`src/rtl/adder_inverse_seq.sv`:
```
// Multi-cycle chunked subtractor: diff = sum - a, CHUNK bits per cycle with a registered borrow.
// Build option: define ADDER_INVERSE_SAT_EN to clamp diff to zero when the result underflows.
module adder_inverse_seq #(
    parameter int unsigned WIDTH = 125,
    parameter int unsigned CHUNK = 32
) (
    input  logic             clk,
    input  logic             reset,
    input  logic             in_valid,
    output logic             in_ready,
    input  logic [WIDTH:0]   sum,
    input  logic [WIDTH-1:0] a,
    output logic             out_valid,
    input  logic             out_ready,
    output logic [WIDTH:0]   diff,
    output logic             underflow
);

    localparam int unsigned SUM_W  = WIDTH + 1;
    localparam int unsigned NCHUNK = (SUM_W + CHUNK - 1) / CHUNK;
    localparam int unsigned IDX_W  = $clog2(NCHUNK + 1);
    localparam logic [SUM_W-1:0] CMASK = SUM_W'({CHUNK{1'b1}});

    typedef enum logic [1:0] {
        IDLE = 2'd0,
        RUN  = 2'd1,
        DONE = 2'd2
    } state_t;

    state_t             state;
    logic [SUM_W-1:0]   sum_q;
    logic [SUM_W-1:0]   a_q;
    logic [IDX_W-1:0]   idx;
    logic               borrow;

    logic [31:0]        base_c;
    logic [CHUNK:0]     part_c;
    logic [SUM_W-1:0]   diff_next_c;

    // One chunk of the borrow chain; the top chunk reads zero-filled bits past the MSB,
    // so its borrow out equals the borrow out of the top result bit.
    always_comb begin
        base_c      = 32'(idx) * CHUNK;
        part_c      = {1'b0, CHUNK'(sum_q >> base_c)}
                    - {1'b0, CHUNK'(a_q >> base_c)}
                    - (CHUNK + 1)'(borrow);
        diff_next_c = (diff & ~(CMASK << base_c))
                    | (SUM_W'(part_c[CHUNK-1:0]) << base_c);
    end

    // idx runs 0..NCHUNK-1 computing chunks; the idx==NCHUNK cycle publishes the result.
    always_ff @(posedge clk) begin
        if (reset) begin
            state     <= IDLE;
            in_ready  <= 1'b1;
            out_valid <= 1'b0;
            diff      <= '0;
            underflow <= 1'b0;
            idx       <= '0;
            borrow    <= 1'b0;
            sum_q     <= '0;
            a_q       <= '0;
        end else begin
            case (state)
                IDLE: begin
                    if (in_valid && in_ready) begin
                        sum_q    <= sum;
                        a_q      <= SUM_W'(a);
                        borrow   <= 1'b0;
                        idx      <= '0;
                        in_ready <= 1'b0;
                        state    <= RUN;
                    end
                end
                RUN: begin
                    if (idx == IDX_W'(NCHUNK)) begin
                        state     <= DONE;
                        out_valid <= 1'b1;
                        underflow <= borrow;
`ifdef ADDER_INVERSE_SAT_EN
                        if (borrow) begin
                            diff <= '0;
                        end
`endif
                    end else begin
                        diff   <= diff_next_c;
                        borrow <= part_c[CHUNK];
                        idx    <= idx + IDX_W'(1);
                    end
                end
                DONE: begin
                    if (out_ready) begin
                        out_valid <= 1'b0;
                        in_ready  <= 1'b1;
                        state     <= IDLE;
                    end
                end
                default: begin
                    state     <= IDLE;
                    in_ready  <= 1'b1;
                    out_valid <= 1'b0;
                end
            endcase
        end
    end

endmodule

```
`config.mk`:
```
export PLATFORM = sky130hd
export DESIGN_NAME = adder_inverse_seq
export DESIGN_NICKNAME = d
export VERILOG_FILES = /design/src/rtl/adder_inverse_seq.sv
export SDC_FILE = /design/constraint.sdc
export NUM_CORES = 1
export LEC_CHECK = 0
export BUFFER_PORTS_ARGS = -buffer_cell sky130_fd_sc_hd__buf_4
export CAP_MARGIN = 20
export CORE_ASPECT_RATIO = 1.4
export CORE_MARGIN = 2
export CORE_UTILIZATION = 30
export CTS_CLUSTER_SIZE = 25
export DETAILED_ROUTE_END_ITERATION = 7
export GPL_ROUTABILITY_DRIVEN = 1
export GPL_TIMING_DRIVEN = 0
export PLACE_DENSITY_LB_ADDON = 0.1
export SKIP_CTS_REPAIR_TIMING = 1
export SYNTH_ARGS = -nofsm -noshare
export SYNTH_HDL_FRONTEND = slang
export SYNTH_SLANG_ARGS = --single-unit
```
`constraint.sdc`:
```
create_clock -name clk -period 11 [get_ports clk]
set_input_delay 2.75 -clock clk [delete_from_list [all_inputs] [get_ports clk]]
set_output_delay 2.75 -clock clk [all_outputs]
set_load 0.05 [all_outputs]
```
# Word level (Yosys, flattened, before mapping)
# Cells that the tools add are included.
# classes
add_sub_neg	3
eq_ne	7
shift	4
mux	15
bitwise	6
n_reduce_logical	10
# op_table
op	n
$and 126x126->126	1
$not 126->126	1
$or 126x126->126	1
$shl 32x8->126	1
$shl 32x8->126 const A	1
$shr 126x8->32	1
$shr 125x8->32	1
$sub 32x32->33	1
$sub 33x1->33	1
$reduce_and 3->1	4
$ne 2x2->1 const B	4
$mux 2	3
$mux 3	2
$pmux 1 s3	2
$pmux 2 s3	1
$pmux 3 s2	1
$reduce_and 2->1	3
$mux 1	5
$add 3x1->3 const B	1
$eq 3x3->1 const B	1
$not 1->1	3
$eq 2x1->1 const B	1
$eq 2x2->1 const B	1
$logic_not 2->1	1
other kinds (3)	3
# totals
reg_bits	386
inputBits	255
output_inout_bits	129
elab_cells	54

# Logic depth before layout (Yosys ltp)
# Gate-level depths: netlist of run 1.
# depth
depth_word	5
ltp_mapped	18
ltp_nobuf	14

# Worst setup path before layout of run 1
# Ideal clock, no wire load.
# synth_path
path_kind	input to register
startpoint	in in_valid
endpoint	reg sum_q[100]
setup_time_ps	70
arrival_ps	4109
required_time_ps	10930
setup_slack_ps	6821
cell_stages	7
path_buffers	3
cell_sequence	nor3b_1 -> and2_1 -> clkbuf_1 -> clkbuf_1 -> clkbuf_1 -> nand2_1 -> a21oi_1
# synth_between
elab_chain_cells	2
# synth_lines
item	line_no	rtl
start, declared	9	input logic in_valid,
$logic_and 1x1->1	66	if (in_valid && in_ready) begin
$reduce_and 2->1 (no source line)	--	
end signal, assigned	67	sum_q <= sum;
end, declared	31	logic [SUM_W-1:0] sum_q;
# No other way between the ends.
# A chain may end at the register's enable or synchronous reset.

# Final worst setup path of run 1
# layout_path
startpoint	reg idx[1]
endpoint	reg diff[31]
# layout_between
elab_chain_cells	5
elab_cells_between_ends	12
classes_between	2 x add/sub; 1 x eq/ne; 4 x shift; 4 x bitwise; 1 x reduce/logical
# layout_lines
item	line_no	rtl
start, declared	33	logic [IDX_W-1:0] idx;
start signal, assigned	88	idx <= idx + IDX_W'(1);
$shr 126x8->32 or $shr 125x8->32 (tied branches)	44, 45	
$sub 32x32->33	45	- {1'b0, CHUNK'(a_q >> base_c)}
$sub 33x1->33	46	- (CHUNK + 1)'(borrow);
$shl 32x8->126	48	| (SUM_W'(part_c[CHUNK-1:0]) << base_c);
$or 126x126->126	48	
end signal, assigned	86	diff <= diff_next_c;
end, declared	15	output logic [WIDTH:0] diff,
# Parallel ways exist; a longest one is shown, timed or not.

==> results.toml, run 1 <==
[synth]
ys_types = 69
synth_warnings = 0
synth_cells = 2167
syn_nets = 2489
yosys_register_bits = 386
async_flop_share_pct = 0
yosysSeqAreaShare_pct = 43.1
syn_area_sq_um = 17900
syn_area_per_cell_sq_um = 8.27
synth_edf_count = 0
ys.flop_type = "dfxtp_1"

[setup_path]
r2r_end = "diff[31]"
worstReg2RegStart = "idx[1]"
cp-end-kind = "flop"
arrival_ns = 6.26
crit_path_max_fanout = 10
setup.worst_path.start_class = "flop"
crit_required_ns = 11.47
path_class = "reg2reg"
r2r_cells = 17
cp-startpoint = "idx[1]"
r2r_slack_ns = 5.20

[routing]
routed_wl_um = 75800
first_iter_violations = 1107
viasPerCell = 5.09
wire_per_inst_um = 22.4
route.vias.total = 17200
firstDrtPassIters = 5
drc = 0
antenna_left = 0

[floorplan]
initial_core_util_pct = 30.2
rows = 106
ios = 384
die_h_um = 293
fp.dieW_um = 211
core_sq_um = 59400
dieArea_sq_um = 61700

[min_path]
hp-start = "sum_q[22]"
min_to = "sum_q[22]"
whs_path_depth = 2
hold_class = "reg2reg"

[timing]
skew_ns = 0.0191
slew_violations = 0
slew_headroom_pct = 32.7
rsz0062_at_grt = "false"
tightestPinTransition_ns = 1.01
fin_crit_ns = 5.80
fmax_mhz = 173
post-route-period-util_pct = 52.7
finalHoldViolations = 0
fin_ws_ns = 5.20
final-setup-viol-count = 0
tns_ns = 0

[layout]
finish.net_count = 2914
fin_area_sq_um = 23100
area_growth_pct = 29.0
drive_above_1_share_pct = 20.3
diodes = 0

[pwr]
p_leak_nw = 9.23
peakVddDrop_uv = 91.2
power_density_nw_per_um2 = 184

[clock_tree]
cts_root_buffer = "clkbuf_16"
clock_latency_ns = 0.57
cts_tree = "built"
cts_max_level = 2
cts_sinks = 386
numCtsBuffers = 40
clk_pin_slew_worst_paths_ns = 0.06
cts_buffer_depth = 3

[status]
status = "completed"

[global_route]
grt_pass1_wl_um = 110000
grt_pass1_vias = 17400
overflow = 0
grt_usage_pct = 24.0
antenna_found_initial = 0
grt_max_degree = 15

[job]
maxCapViolCount = 0

[placed_design]
port_buffers = 382
place_area_sq_um = 21700
post-place-ws_ns = 5.28
hpwlAfterDp_um = 61200
finalWeightedCongestion = 0.882
layout make-up:
type / instances / area (sq um)
repair buffers: 383 / 2880
fillers: 6257 / 36300
inverters: 70 / 263
clock buffers: 55 / 1180
clock inverters: 17 / 201
flip-flops and latches: 386 / 7730
well taps: 756 / 946
plain buffers: 158 / 604
multi-input cells: 1553 / 9320
layout by cell type (no fill, tap or decap), types with 12 or more instances in the layout:
cell / instances
or3_1: 18
inv_1: 68
a22oi_1: 52
mux4_2: 57
clkbuf_1: 145
nor2_1: 106
a31oi_1: 14
o21a_1: 12
dfxtp_1: 386
o211ai_1: 16
nand3_1: 36
buf_4: 383
a21oi_1: 295
o21ai_0: 18
nand2_1: 590
o311ai_1: 14
clkbuf_16: 41
and2_1: 34
nand3b_1: 43
a32oi_1: 12
nor3_1: 17
ha_1: 65
o21ai_1: 19
a21o_1: 14
state kept, by name, summed over array words and instances, names as in the netlist:
signal / cells
in_ready: 1
sum_q: 126
a_q: 125
idx: 3
borrow: 1
state: 2
diff: 126
underflow: 1
out_valid: 1
cells by family after synthesis:
logic type,count (synthesis),synth area share [%]
buffers and inverters,228,4.84
XOR/XNOR,12,0.587
AO/OA/AOI/OAI,518,17.6
AND/OR/NAND/NOR,890,21.5
flip-flops,386,43.1
multiplexers,66,7.67
adder cells (fa/ha/maj),67,4.76
metal layers:
metal | GRT usage (%) | vias up | wire length (um)
met5 | 0 | - | 0
met4 | 8.38 | 0 | 2560
met3 | 3.05 | 105 | 3860
met2 | 44.4 | 554 | 39200
met1 | 28.2 | 8204 | 30200
li1 | - | 8333 | -
worst max-delay path: stages, from the launching register on:
cell and delay (ns):
dfxtp_1 0.53, clkbuf_1 0.66, buf_1 0.59, clkbuf_1 0.66
mux4_2 0.35, nand2_1 0.06, ha_1 0.30, inv_1 0.04
ha_1 0.26, clkbuf_1 0.28, and3_1 0.21, clkbuf_1 0.22
nand3_1 0.14, nor4_1 0.52, o211ai_1 0.26, o211ai_1 0.35
nand2_1 0.12, o311ai_1 0.11
where the power goes:
group / leakage [nW] / switching (mW) / internal, mW
sequential: 3.15 / 0.0517 / 1.49
clock: 0.683 / 0.603 / 0.846
combinational: 5.40 / 0.846 / 0.421
total: 9.23 / 1.50 / 2.75
worst max path at each step:
stage / to / slack (ns) / depth (start not counted)
after CTS: diff[31] / 5.28 / 17
after global placement: diff[31] / 5.34 / 16
after detailed placement: sum_q[34] / 5.28 / 8
final: diff[31] / 5.20 / 17
after floorplan: sum_q[100] / 6.82 / 7
after global routing: diff[31] / 4.93 / 17
cells in the mapped netlist, types with 3 or more instances:
master,n,share of area [%]
a21o_1,14,0.59
and3_1,5,0.17
o211ai_1,16,0.67
dfxtp_1,386,43
xnor2_1,7,0.34
o311ai_1,14,0.68
nor3_1,17,0.47
nand3b_1,43,1.8
inv_1,68,1.4
o21bai_1,3,0.13
a32oi_1,12,0.59
buf_2,9,0.25
and2_1,34,1.2
or2_2,4,0.14
nand4_1,8,0.28
clkbuf_1,141,3.0
a31o_2,3,0.15
buf_1,8,0.17
o21a_1,12,0.50
a31oi_1,14,0.49
o21ai_1,19,0.53
mux4_2,57,7.2
nand2_1,590,12
a211o_1,5,0.24
nor2b_1,7,0.24
o31ai_1,11,0.46
a211oi_1,6,0.25
o21ai_0,18,0.50
or3_1,18,0.63
xor2_1,5,0.24
ha_1,65,4.5
nor2_1,106,2.2
a21oi_1,295,8.2
nand3_1,36,1.0
nand2b_1,9,0.31
mux2i_1,9,0.50
a22oi_1,52,2.2
metrics by stage:
stage / power [mW] / util (%) / hold WS, ns / cells
floorplan: 2.35 / - / 0.432 / 2167
global placement: 2.83 / 36.6 / 0.439 / 3305
detailed placement: 2.84 / 36.6 / 0.446 / 3306
CTS: 4.30 / 38.9 / 0.454 / 3378
global route: 4.46 / 38.9 / 0.468 / 3378
finish: 4.25 / 38.9 / 0.452 / 3378
Note: power is estimated with default switching activity, not from simulation.
==> inputs of run 2 (changes only) <==
--- a/config.mk
+++ b/config.mk
@@ -5,6 +5,7 @@
 export SDC_FILE = /design/constraint.sdc
 export NUM_CORES = 1
 export LEC_CHECK = 0
+export ABC_AREA = 1
 export BUFFER_PORTS_ARGS = -buffer_cell sky130_fd_sc_hd__buf_4
 export CAP_MARGIN = 20
 export CORE_ASPECT_RATIO = 1.4
==> constraint.sdc (replaced) <==
create_clock -name clk -period 5.3 [get_ports clk]
set_input_delay 1.325 -clock clk [delete_from_list [all_inputs] [get_ports clk]]
set_output_delay 1.325 -clock clk [all_outputs]
set_load 0.05 [all_outputs]
==> run 2 against run 1 <==
Compared with the run above:
- routed wire length grew 5.4%
- clock power grew 110%
- global-route usage grew 1.5 points
- register-to-register slack lost 5.0 ns
- synthesized cell count grew 19%
- worst hold slack gained 0.010 ns
- sequential power grew 120%
- critical endpoint is now diff[116]
==> results.toml, run 2 <==
[timing]
fmax_mhz = 198
tightestPinTransition_ns = 1.07
slew_violations = 0
slew_headroom_pct = 28.0
skew_ns = 0.0207
rsz0062_at_grt = "false"
fin_crit_ns = 5.06
final-setup-viol-count = 0
finalHoldViolations = 0
fin_ws_ns = 0.241
post-route-period-util_pct = 95.5

[routing]
wire_per_inst_um = 21.1
viasPerCell = 4.94
route.vias.total = 18700
first_iter_violations = 1221
firstDrtPassIters = 5
antenna_left = 0
drc = 0
routed_wl_um = 79900

[floorplan]
rows = 106
ios = 384
fp.dieW_um = 210
dieArea_sq_um = 61700
initial_core_util_pct = 30.1
die_h_um = 293
core_sq_um = 59400

[layout]
multi_input_area_sq_um = 8930
drive_above_1_share_pct = 16.4
fill_cells = 6498
regArea_sq_um = 7730
final_cell_mix = "nor2_1 (681), o21ai_0 (400), dfxtp_1 (386)"
top_regs = "diff x126, sum_q x126, a_q x125"
final_common_cell = "nor2_1"
finish.net_count = 3321
area_growth_pct = 29.2
final_cell_count_no_fill = 3784
fin_area_sq_um = 23100

[placed_design]
post-place-ws_ns = -0.335
dp_cells = 3713
finalWeightedCongestion = 0.888
hpwlAfterDp_um = 65900
place_area_sq_um = 21700
port_buffers = 382

[synth]
yosys_register_bits = 386
synthTopCellsByCount = "nor2_1 (681), o21ai_0 (400), dfxtp_1 (386), nand2_1 (294), a21oi_1 (191)"
synth_cells = 2575
syn_area_per_cell_sq_um = 6.95
async_flop_share_pct = 0
synth_area_leader_cell = "dfxtp_1"
synth_area_leaders = "dfxtp_1 (43%), nor2_1 (14%), o21ai_0 (11%)"
yosysMostFrequentCell = "nor2_1"
yosysSeqAreaShare_pct = 43.2
synth_edf_count = 0
ys_types = 41
synth_top_area_share_pct = 43.2
syn_area_sq_um = 17900
ys.flop_type = "dfxtp_1"
synth_warnings = 0
syn_nets = 2897

[status]
status = "completed"

[setup_path]
crit_required_ns = 5.78
crit_path_max_fanout = 10
arrival_ns = 5.54
path_cells = "inv_2, nor2_4, clkbuf_1, clkbuf_2, o21ai_0, o22ai_1, inv_1, ha_1, inv_1, ha_1, a21o_1, o21bai_1, a21oi_1, nand2_1, xor2_1, nand3_1, a21oi_1"
path_buf_inv = 5
crit_path_top_delay_cell = "xor2_1"
cpPeakStageDelay_ns = 0.58
crit_family = "compound AO/OA/AOI/OAI gates"
setup.worst_path.start_class = "flop"
cp-end-kind = "flop"
path_class = "reg2reg"

[global_route]
grt_max_degree = 15
grt_usage_pct = 25.5
grt_pass1_vias = 18700
antenna_found_initial = 3
overflow = 0
grt_pass1_wl_um = 116000

[pwr]
p_comb_share_pct = 40.4
p_int_mw = 6.28
p_seq_share_pct = 31.4
total_power_mw = 10.7
power_density_nw_per_um2 = 464
peakVddDrop_uv = 218
p_leak_nw = 9.83
p_sw_share_pct = 41.5
p_sw_mw = 4.45
p_clk_share_pct = 28.2

[job]
maxCapViolCount = 0

[clock_tree]
clk_pin_slew_worst_paths_ns = 0.06
cts_root_buffer = "clkbuf_16"
cts_tree = "built"
cts_buffer_depth = 3
cts_sinks = 386
numCtsBuffers = 40
cts_max_level = 2
clock_latency_ns = 0.57

[min_path]
hold_class = "reg2reg"
[run 2: cell count changes in the layout (fill, tap and decap cells not counted), moves of 23 or more]
cell / delta
and2_1: -34
nand3_1: +23
a21oi_1: -104
nand3b_1: -39
inv_1: +90
mux4_2: -57
nand2_1: -296
o22ai_1: +57
o21ai_0: +382
a22oi_1: -52
nor2_1: +575
[run 2: path summary, 6_finish.rpt]
check / slack [ns] / start / depth (start not counted) / to
worst max register to register: 0.24 / idx[1] / 17 / diff[116]
worst min register to register: 0.46 / diff[64] / 2 / diff[64]
worst max-delay path: 0.24 / idx[1] / 17 / diff[116]
worst min-delay path: 0.46 / diff[64] / 2 / diff[64]
[run 2: worst min-delay path, stage by stage, from the launching register on]
cell and delay [ns]:
dfxtp_1 0.31, nand2_1 0.06, a21oi_1 0.05
[run 2: cells by family after synthesis]
group                      after synthesis  share of synthesized area (%)
DFF                                    386                           43.2
AOI/OAI and AO/OA                      677                           19.7
xor gates and xnor gates                17                          0.874
adders and majority gates               67                           4.77
and+or+nand+nor                       1099                           24.5
buffers and inverters                  329                           7.02
[run 2: layer usage]
layer / part of all wire (%) / global-route usage (%)
met1: 41 / 30.2
met2: 50 / 46.1
met3: 4.8 / 3.02
met4: 4.4 / 10.9
met5: 0 / 0
[run 2: area by class of cell]
class                      count  share of cell area (%)
antenna                        2                  0.0216
multi-input combinational   1860                    38.6
timing repair buffer         382                    12.4
buffer                       168                    2.86
clock inverter                14                   0.920
sequential                   386                    33.4
inverter                     161                    2.61
clock buffer                  55                    5.10
tap                          756                    4.09
[run 2: power by group through the flow]
| stage | Sequential [mW] | Combinational [mW] | Clock, mW |
|---|---|---|---|
| 2_1_floorplan | 3.66 | 2.42 | 0 |
| 3_3_place_gp | 3.43 | 4.28 | 0 |
| 3_5_place_dp | 3.43 | 4.29 | 0 |
| 4_1_cts | 3.37 | 4.31 | 3.08 |
| 5_1_grt | 3.40 | 4.76 | 3.19 |
| 6_report | 3.37 | 4.34 | 3.03 |
[run 2: metrics by stage]
step           setup TNS, ns  hold WS [ns]  util (%)
6_report                   0         0.462      38.9
2_1_floorplan              0         0.429         -
4_1_cts                -3.91         0.464      38.9
3_5_place_dp           -3.06         0.454      36.6
5_1_grt                    0         0.481      38.9
3_3_place_gp           -2.87         0.450      36.6
==> inputs of run 3 (changes only) <==
--- a/config.mk
+++ b/config.mk
@@ -10,11 +10,10 @@
 export CAP_MARGIN = 20
 export CORE_ASPECT_RATIO = 1.4
 export CORE_MARGIN = 2
-export CORE_UTILIZATION = 30
+export CORE_UTILIZATION = 50
 export CTS_CLUSTER_SIZE = 25
 export DETAILED_ROUTE_END_ITERATION = 7
 export GPL_ROUTABILITY_DRIVEN = 1
-export GPL_TIMING_DRIVEN = 0
 export PLACE_DENSITY_LB_ADDON = 0.1
 export SKIP_CTS_REPAIR_TIMING = 1
 export SYNTH_ARGS = -nofsm -noshare
==> run 3 against run 2 <==
Compared with the run above:
- sequential share of layout area up 1.5 points
- final area is 4.1% lower
- critical path depth unchanged
- core utilization grew 23 points
- first-iteration DRC count rose by 26%
- worst setup slack better by 0.78 ns
- highest routed layer unchanged
- final cell count down 12%
- register-to-register slack gained 0.78 ns
- sequential power barely moved
==> results.toml, run 3 (synthesis results as in run 2) <==
[setup_path]
r2r_end = "diff[19]"
worstReg2RegStart = "idx[0]"
crit_path_top_delay_cell = "buf_4"
cp-end-kind = "flop"
cpPeakStageDelay_ns = 0.53
setup.worst_path.start_class = "flop"
arrival_ns = 4.73
r2r_slack_ns = 1.02
path_cells = "inv_4, buf_4, buf_4, o21ai_0, o22ai_1, ha_1, inv_1, ha_1, nand2_1, nor2_1, inv_1, nor2_1, nand4_1, nand3_1, xor2_1, nand3_1, a21oi_1"
crit_required_ns = 5.75
crit_path_max_fanout = 57
r2r_cells = 17
path_class = "reg2reg"

[routing]
first_iter_violations = 1543
routed_wl_um = 61000
firstDrtPassIters = 6
viasPerCell = 5.48
antenna_left = 0
drc = 0
route.vias.total = 18300
wire_per_inst_um = 18.3

[timing]
tightestPinTransition_ns = 1.15
finalHoldViolations = 0
post-route-period-util_pct = 80.8
fmax_mhz = 234
fin_crit_ns = 4.28
rsz0062_at_grt = "false"
slew_headroom_pct = 22.9
slew_violations = 0
tns_ns = 0
final-setup-viol-count = 0
skew_ns = 0.0205

[floorplan]
core_sq_um = 35600
rows = 82
die_h_um = 228
initial_core_util_pct = 50.3
dieArea_sq_um = 37400
ios = 384
fp.dieW_um = 164

[placed_design]
finalWeightedCongestion = 0.931
hpwlAfterDp_um = 45000
dp_cells = 3272
port_buffers = 383

[global_route]
overflow = 0
grt_pass1_vias = 17400
grt_usage_pct = 31.8
grt_pass1_wl_um = 93400
antenna_found_initial = 0
grt_max_degree = 258

[min_path]
hold_class = "reg2reg"
hp-start = "sum_q[97]"
whs_path_depth = 2
min_to = "sum_q[97]"

[layout]
area_growth_pct = 23.8
final_cell_mix = "nor2_1 (681), o21ai_0 (400), buf_4 (399)"
diodes = 0
final_common_cell = "nor2_1"
drive_above_1_share_pct = 17.1
top_regs = "diff x126, sum_q x126, a_q x125"
final_cell_count_no_fill = 3334
finish.net_count = 3171

[clock_tree]
cts_root_buffer = "clkbuf_16"
numCtsBuffers = 37
cts_tree = "built"
clk_pin_slew_worst_paths_ns = 0.06
cts_buffer_depth = 3
cts_sinks = 386
clock_latency_ns = 0.54
cts_max_level = 2

[pwr]
power_density_nw_per_um2 = 458
p_leak_nw = 9.61
peakVddDrop_uv = 338

[status]
status = "completed"

[job]
maxCapViolCount = 0
run 3: cell count changes in the layout (fill, tap and decap cells not counted), sizes merged, moves of 2 or more:
cell	change
bufinv	-2
clkbuf	-145
clkinv	-4
diode	-2
run 3: report_power, final:
part           switching, mW  total (mW)  internal, mW
Clock                   1.11        2.70          1.59
Sequential             0.178        3.37          3.19
Combinational           2.82        4.08          1.26
run 3: how the worst max path moves through the flow:
stage           start  endpoint  cells after the start
4_1_cts        idx[0]  diff[19]                     17
5_1_grt        idx[0]  diff[22]                     17
2_1_floorplan  idx[0]  diff[86]                     20
3_5_place_dp   idx[0]  diff[19]                     17
3_3_place_gp   idx[0]  diff[86]                     17
6_report       idx[0]  diff[19]                     17
run 3: metrics by stage:
stage	power, mW	instance area [sq um]	hold WS (ns)	setup WS, ns	util (%)
floorplan	6.08	17900	0.429	1.97	-
global route	10.7	22200	0.480	0.691	62.3
detailed placement	7.46	20900	0.449	1.10	58.8
finish	10.2	22200	0.454	1.02	62.3
global placement	7.45	20900	0.446	1.15	58.8
CTS	10.1	22200	0.458	1.04	62.3
run 3: critical path, delay by kind of cell (launching register included):
kind | cells | cell delay (ns)
AO/OA/AOI/OAI | 3 | 0.55
XOR/XNOR | 1 | 0.52
adder cells (fa/ha/maj) | 2 | 0.59
buffers and inverters | 5 | 1.18
flip-flops | 1 | 0.47
AND/OR/NAND/NOR | 6 | 0.82
run 3: cell type report:
| class | count | area [sq um] |
|---|---|---|
| timing repair buffer | 403 | 3080 |
| clock inverter | 6 | 116 |
| fill | 3395 | 13400 |
| tap | 462 | 578 |
| inverter | 161 | 619 |
| clock buffer | 56 | 1110 |
| sequential | 386 | 7730 |
| multi-input combinational | 1860 | 8940 |
run 3: per-layer routing:
| layer | wire, um | share of wire [%] | global-route usage, % |
|---|---|---|---|
| met1 | 23800 | 39 | 37.2 |
| met2 | 30800 | 50 | 57.1 |
| met3 | 3370 | 5.5 | 3.82 |
| met4 | 3010 | 4.9 | 14.7 |
| met5 | 0 | 0 | 0 |
